### config.mk
export PLATFORM = sky130hd
export DESIGN_NAME = aha_dma_irq_ctrl_flat
export DESIGN_NICKNAME = d
export VERILOG_FILES = /design/src/rtl/aha_dma_irq_ctrl_if.sv /design/src/rtl/aha_dma_irq_ctrl.sv /design/src/flat_wrapper.sv
export SDC_FILE = /design/constraint.sdc
export NUM_CORES = 1
export LEC_CHECK = 0
export CAP_MARGIN = 20
export CORE_AREA = 2 2 118 120
export DETAILED_ROUTE_END_ITERATION = 12
export DIE_AREA = 0 0 120 122
export PLACE_DENSITY = 0.75
export SKIP_LAST_GASP = 1
export SYNTH_ARGS = -nofsm -noshare
export SYNTH_HDL_FRONTEND = slang
export SYNTH_SLANG_ARGS = --single-unit
### constraint.sdc
create_clock -name ACLK -period 2.43 [get_ports ACLK]
set_input_delay 0.243 -clock ACLK [delete_from_list [all_inputs] [get_ports ACLK]]
set_output_delay 0.243 -clock ACLK [all_outputs]
set_load 0.02 [all_outputs]
### src/rtl/aha_dma_irq_ctrl_if.sv
`timescale 1ns/1ps
`default_nettype none
// ============================================================================
// Module   : aha_dma_irq_ctrl_if
// Brief    : APB control-window bundle shared by the DMA and its IRQ controller
// Revision : 1.0 - initial release
// ============================================================================
interface aha_dma_irq_ctrl_if;
   logic        PCLKEN;
   logic [11:0] PADDR;
   logic        PSEL;
   logic        PENABLE;
   logic        PWRITE;
   logic [31:0] PWDATA;
   logic [31:0] PRDATA;
   logic        PREADY;
   logic        PSLVERR;

   modport master (
      output PCLKEN, PADDR, PSEL, PENABLE, PWRITE, PWDATA,
      input  PRDATA, PREADY, PSLVERR
   );

   modport slave (
      input  PCLKEN, PADDR, PSEL, PENABLE, PWRITE, PWDATA,
      output PRDATA, PREADY, PSLVERR
   );
endinterface
`default_nettype wire

### src/rtl/aha_dma_irq_ctrl.sv
`timescale 1ns/1ps
`default_nettype none
// ============================================================================
// Module   : aha_dma_irq_ctrl
// Brief    : Sticky maskable per-channel DMA interrupts plus busy-timeout watchdog
// Revision : 1.0 - initial release
// ============================================================================
module aha_dma_irq_ctrl #(
   parameter int          NUM_CH   = 4,
   parameter int          TMR_W    = 16,
   parameter logic [31:0] ID_VALUE = 32'h4448_0002
) (
   input  logic                ACLK,
   input  logic                ARESETn,
   aha_dma_irq_ctrl_if.slave   apb,
   input  logic [NUM_CH-1:0]   CH_DONE,
   input  logic [NUM_CH-1:0]   CH_ERR,
   input  logic [NUM_CH-1:0]   CH_BUSY,
   output logic [NUM_CH-1:0]   IRQ,
   output logic                IRQ_ABORT
);

   localparam logic [9:0]       c_word_done  = 10'd0;
   localparam logic [9:0]       c_word_err   = 10'd1;
   localparam logic [9:0]       c_word_en    = 10'd2;
   localparam logic [9:0]       c_word_tmo   = 10'd3;
   localparam logic [9:0]       c_word_abort = 10'd4;
   localparam logic [9:0]       c_word_busy  = 10'd5;
   localparam logic [9:0]       c_word_id    = 10'd6;
   localparam logic [TMR_W-1:0] c_tmr_one    = TMR_W'(1);

   logic [NUM_CH-1:0] r_done_stat;
   logic [NUM_CH-1:0] r_err_stat;
   logic [NUM_CH-1:0] r_irq_en;
   logic [TMR_W-1:0]  r_timeout;
   logic              r_abort_flag;
   logic [3:0]        r_abort_idx;

   logic              w_acc;
   logic              w_wr;
   logic [9:0]        w_word;
   logic              w_mapped;
   logic              w_wr_tmo;
   logic              w_tmr_off;
   logic              w_abort_clr;
   logic [NUM_CH-1:0] w_done_clr;
   logic [NUM_CH-1:0] w_err_clr;
   logic [NUM_CH-1:0] w_expired;
   logic [3:0]        w_first_idx;
   logic [31:0]       w_rdata;
   logic              w_unused;

   assign w_acc       = apb.PSEL & apb.PENABLE & apb.PCLKEN;
   assign w_wr        = w_acc & apb.PWRITE;
   assign w_word      = apb.PADDR[11:2];
   assign w_mapped    = (w_word <= c_word_id);
   assign w_wr_tmo    = w_wr & (w_word == c_word_tmo);
   assign w_tmr_off   = (r_timeout == '0);
   assign w_abort_clr = w_wr & (w_word == c_word_abort) & apb.PWDATA[0];
   assign w_done_clr  = {NUM_CH{w_wr & (w_word == c_word_done)}} & apb.PWDATA[NUM_CH-1:0];
   assign w_err_clr   = {NUM_CH{w_wr & (w_word == c_word_err)}}  & apb.PWDATA[NUM_CH-1:0];
   assign w_unused    = ^{apb.PADDR[1:0], apb.PWDATA};

   // Per-channel busy counters; a TIMEOUT write restarts every channel from zero.
   for (genvar gi = 0; gi < NUM_CH; gi++) begin : g_ch
      logic [TMR_W-1:0] r_cnt;

      always_ff @(posedge ACLK or negedge ARESETn) begin
         if (!ARESETn) begin
            r_cnt <= '0;
         end else if (!CH_BUSY[gi] || w_tmr_off || w_wr_tmo) begin
            r_cnt <= '0;
         end else if (r_cnt < r_timeout) begin
            r_cnt <= r_cnt + c_tmr_one;
         end
      end

      assign w_expired[gi] = CH_BUSY[gi] & ~w_tmr_off & (r_cnt == r_timeout);
   end

   // Descending scan so the lowest expiring channel wins.
   always_comb begin
      w_first_idx = '0;
      for (int i = NUM_CH - 1; i >= 0; i--) begin
         if (w_expired[i]) w_first_idx = 4'(i);
      end
   end

   always_ff @(posedge ACLK or negedge ARESETn) begin
      if (!ARESETn) begin
         r_done_stat  <= '0;
         r_err_stat   <= '0;
         r_irq_en     <= '0;
         r_timeout    <= '0;
         r_abort_flag <= 1'b0;
         r_abort_idx  <= '0;
      end else begin
         r_done_stat <= (r_done_stat & ~w_done_clr) | CH_DONE;
         r_err_stat  <= (r_err_stat  & ~w_err_clr)  | CH_ERR;
         if (w_wr && (w_word == c_word_en)) r_irq_en <= apb.PWDATA[NUM_CH-1:0];
         if (w_wr_tmo) r_timeout <= apb.PWDATA[TMR_W-1:0];
         if (!r_abort_flag && (|w_expired)) begin
            r_abort_flag <= 1'b1;
            r_abort_idx  <= w_first_idx;
         end else if (w_abort_clr) begin
            r_abort_flag <= 1'b0;
            r_abort_idx  <= '0;
         end
      end
   end

   always_comb begin
      w_rdata = '0;
      case (w_word)
         c_word_done:  w_rdata[NUM_CH-1:0] = r_done_stat;
         c_word_err:   w_rdata[NUM_CH-1:0] = r_err_stat;
         c_word_en:    w_rdata[NUM_CH-1:0] = r_irq_en;
         c_word_tmo:   w_rdata[TMR_W-1:0]  = r_timeout;
         c_word_abort: begin
            w_rdata[0]    = r_abort_flag;
            w_rdata[11:8] = r_abort_idx;
         end
         c_word_busy:  w_rdata[NUM_CH-1:0] = CH_BUSY;
         c_word_id:    w_rdata = ID_VALUE;
         default:      w_rdata = '0;
      endcase
   end

   assign apb.PRDATA  = (apb.PSEL & apb.PENABLE) ? w_rdata : 32'h0;
   assign apb.PREADY  = 1'b1;
   assign apb.PSLVERR = w_acc & ~w_mapped;

   assign IRQ       = r_irq_en & (r_done_stat | r_err_stat);
   assign IRQ_ABORT = r_abort_flag;

endmodule
`default_nettype wire

### src/flat_wrapper.sv
// flat-port wrapper written by rule: the top's interface ports become plain ports
module aha_dma_irq_ctrl_flat 
#(
   parameter int          NUM_CH   = 4,
   parameter int          TMR_W    = 16,
   parameter logic [31:0] ID_VALUE = 32'h4448_0002
)
  (ACLK, ARESETn, CH_DONE, CH_ERR, CH_BUSY, IRQ, IRQ_ABORT, apb_PCLKEN, apb_PADDR, apb_PSEL, apb_PENABLE, apb_PWRITE, apb_PWDATA, apb_PRDATA, apb_PREADY, apb_PSLVERR);
  aha_dma_irq_ctrl_if apb_i ();
  input  logic ACLK;
  input  logic ARESETn;
  input  logic [NUM_CH-1:0] CH_DONE;
  input  logic [NUM_CH-1:0] CH_ERR;
  input  logic [NUM_CH-1:0] CH_BUSY;
  output logic [NUM_CH-1:0] IRQ;
  output logic IRQ_ABORT;
  input wire logic [$bits(apb_i.PCLKEN)-1:0] apb_PCLKEN;
  input wire logic [$bits(apb_i.PADDR)-1:0] apb_PADDR;
  input wire logic [$bits(apb_i.PSEL)-1:0] apb_PSEL;
  input wire logic [$bits(apb_i.PENABLE)-1:0] apb_PENABLE;
  input wire logic [$bits(apb_i.PWRITE)-1:0] apb_PWRITE;
  input wire logic [$bits(apb_i.PWDATA)-1:0] apb_PWDATA;
  output wire logic [$bits(apb_i.PRDATA)-1:0] apb_PRDATA;
  output wire logic [$bits(apb_i.PREADY)-1:0] apb_PREADY;
  output wire logic [$bits(apb_i.PSLVERR)-1:0] apb_PSLVERR;
  assign apb_i.PCLKEN = apb_PCLKEN;
  assign apb_i.PADDR = apb_PADDR;
  assign apb_i.PSEL = apb_PSEL;
  assign apb_i.PENABLE = apb_PENABLE;
  assign apb_i.PWRITE = apb_PWRITE;
  assign apb_i.PWDATA = apb_PWDATA;
  assign apb_PRDATA = apb_i.PRDATA;
  assign apb_PREADY = apb_i.PREADY;
  assign apb_PSLVERR = apb_i.PSLVERR;
  aha_dma_irq_ctrl #(.NUM_CH(NUM_CH), .TMR_W(TMR_W), .ID_VALUE(ID_VALUE)) u_core (.ACLK(ACLK), .ARESETn(ARESETn), .apb(apb_i), .CH_DONE(CH_DONE), .CH_ERR(CH_ERR), .CH_BUSY(CH_BUSY), .IRQ(IRQ), .IRQ_ABORT(IRQ_ABORT));
endmodule
==> impl_metrics.yaml <==
die:
  io_pins: 101
  die_area_sq_mm: 0.0146
  rows: 43
  chipHeight_microns: 122
  start_util_pct: 49.5
  core_sq_mm: 0.0135
  die_w_microns: 120
route:
  wl_per_cell_microns: 19.1
  wirelength_microns: 20300
  routed_via_density: 6.15
  drt_first_pass_iters: 5
  antenna_left: 0
  post-route-drc-count: 0
  vias: 6536
  first_iter_violations: 579
setup_path:
  worstPathRequired_ps: 2700
  reg2regPathDepth: 8
  cp-end-kind: "register"
  crit_fanout: 7
  worstPathArrival_ps: 2720
  crit_type: "register to register"
  worst_setup_path_start_kind: "register"
cells_and_area:
  nFillCells: 1075
  post-route-util_pct: 65.2
  fin_cells: 1062
  nets: 1008
  drive_gt1_share_pct: 22.1
  diodes: 0
  area_delta_synth_final_pct: 31.6
clock_network:
  clk_pin_slew_worst_paths_ps: 70
  worstSkewPairLatency_ps: 350
  cts_tree: "done"
  clockBufferDepth: 2
  clock-root-buffer: "clkbuf_16"
  cts_made_buffers: 9
  h-tree-depth: 3
  cts.sinks: 95
power_and_ir_drop:
  power_uw: 3670
  power_density_mw_per_mm2: 417
  ir_drop_mv: 0.340
  power.leakage_uw: 0.00379
job:
  drv_cap: 0
synth:
  yosysWarningCount: 0
  synth_edf_count: 0
  synth_flop_cell: "dfrtp_1"
  synthCells: 733
  seq_area_frac_synth_pct: 35.5
  yosysTopAreaCellShare_pct: 35.5
  yosys-top-cells-area: "dfrtp_1 (36%), ha_1 (13%), a21oi_1 (5.2%), mux2_2 (4.0%), nand2_1 (3.4%)"
  ys_ff_latch: 95
  synth_top_area_cell: "dfrtp_1"
  avgSynthCellArea_sq_um: 9.13
  async_flop_share_pct: 100
  synth.distinct_cells: 55
  syn_area_sq_mm: 0.00669
global_routing:
  grt_pass1_wl_microns: 30800
  grt_pass1_vias: 6249
  grt_max_degree: 49
  grt_overflow: 0
  grt_util_all_layers_pct: 26.8
  antenna_found_initial: 0
sta:
  rsz0062_at_grt: "yes"
  relSlewSlack_pct: 55.1
  post-route-min-period_ps: 2450
  worstMarginPinSlew_ps: 673
  fmax_mhz: 407
  period_share_pct: 101
  skew_ps: 9.70
  slew_viol_final: 0
  setup_ws_ps: -24.7
  hold_viol_final: 0
  setup_violations: 1
min_path:
  hold_class: "input pin to register"
  min_delay_path_depth: 2
place:
  dp_hpwl_microns: 14200
  io_buffer_count: 69
  place_inst: 1022
  place_congestion: 0.909
status:
  violations: "setup timing"
  status: "finished with violations"
[cells by family after synthesis]
kind of cell	count (synthesis)	synth area share [%]
compound gates	166	15.7
simple gates	291	24.1
xor+xnor	11	1.44
other cells	2	0.112
mux	34	5.54
fa+ha+maj	68	12.7
buf+inv	66	4.83
flops	95	35.5
[metal layers]
metal	track usage, %	vias up	routed length, microns
met4	11.5	0	581
met5	0	-	0
met3	5.01	44	1330
met1	34.6	3179	8510
met2	44.0	282	9840
li1	-	3031	-
[cells in the final DEF, fill, tap and decap left out, drive strengths merged, types with 16 or more instances in the layout]
cell type       n
o21ai          33
and3           20
o31ai          24
ha             68
buf            89
inv            27
dfrtp          95
or3            16
a21oi          69
nand4          27
dlygate4sd2    20
nand2          62
nand3          43
clkdlybuf4s50  48
or4            27
nor3           17
mux2           24
nor2           35
[registers in the layout (all words and copies together) (netlist names)]
register            flops
u_core.IRQ_ABORT        1
u_core.g_ch.r_cnt      64
u_core.r_abort_idx      2
u_core.r_done_stat      4
u_core.r_err_stat       4
u_core.r_irq_en         4
u_core.r_timeout       16
[repair_timing]
item	CTS	global route
setup buffers	13	8
pin swaps	6	27
endpoints found under the setup margin	49	55
gates cloned	2	2
endpoints found under the hold margin	47	0
hold buffers	1	0
gates resized for setup	34	54
[worst paths after layout]
| path | slack [ps] | start | end |
|---|---|---|---|
| max | -20 | u_core.r_timeout[11] | u_core.g_ch[2].r_cnt[8] |
| min | 450 | CH_DONE[2] | u_core.r_done_stat[2] |
| max reg2reg | -20 | u_core.r_timeout[11] | u_core.g_ch[2].r_cnt[8] |
| min reg2reg | 510 | u_core.r_done_stat[2] | u_core.r_done_stat[2] |
| max in group asynchronous | 1240 | ARESETn | u_core.g_ch[1].r_cnt[2] |
| min in group asynchronous | 460 | ARESETn | u_core.g_ch[3].r_cnt[13] |
[power breakdown]
group,internal [uW],switching (uW)
Clock,1100,627
Combinational,155,175
Sequential,1600,17.3
[area by class of cell]
cell class	count	area [sq um]	area share [%]
Clock buffer	9	225	2.56
Inverter	27	116	1.32
Clock inverter	6	134	1.52
Multi-Input combinational cell	585	4280	48.7
Sequential cell	95	2380	27.0
Tap cell	180	225	2.56
Timing Repair Buffer	160	1440	16.4
[synth_stat cells (5+ instances only)]
library cell	count
a21o_1	11
a21oi_1	69
and2_1	6
and3_1	20
and4_1	6
buf_2	12
buf_4	16
clkbuf_1	8
dfrtp_1	95
ha_1	68
inv_1	27
mux2_2	24
mux2i_1	10
nand2_1	60
nand2b_1	6
nand3_1	39
nand4_1	26
nor2_1	35
nor2b_1	8
nor3_1	16
nor4_1	12
o21a_1	5
o21ai_0	27
o31ai_1	24
or3_1	16
or4_1	27
xnor2_1	8
[through the flow]
step | hold slack [ps] | setup TNS [ps] | instance area, sq um | setup slack [ps]
floorplan | -52.6 | 0 | 6730 | 246
global placement | 304 | -4030 | 7980 | -244
detailed placement | 314 | -5830 | 7980 | -305
CTS | 443 | 0 | 8460 | 5.48
global route | 452 | -667 | 8800 | -81.3
finish | 451 | -24.7 | 8800 | -24.7
[worst max-delay path, cell delays in order (launching register included)]
cell and delay (ps):
dfrtp_1 420, inv_4 90, ha_1 330, a21oi_1 190
o21ai_0 190, a21oi_4 260, nand3_4 150, or4_1 520
a21oi_1 210
No activity file was read; power rests on OpenSTA's default activity.
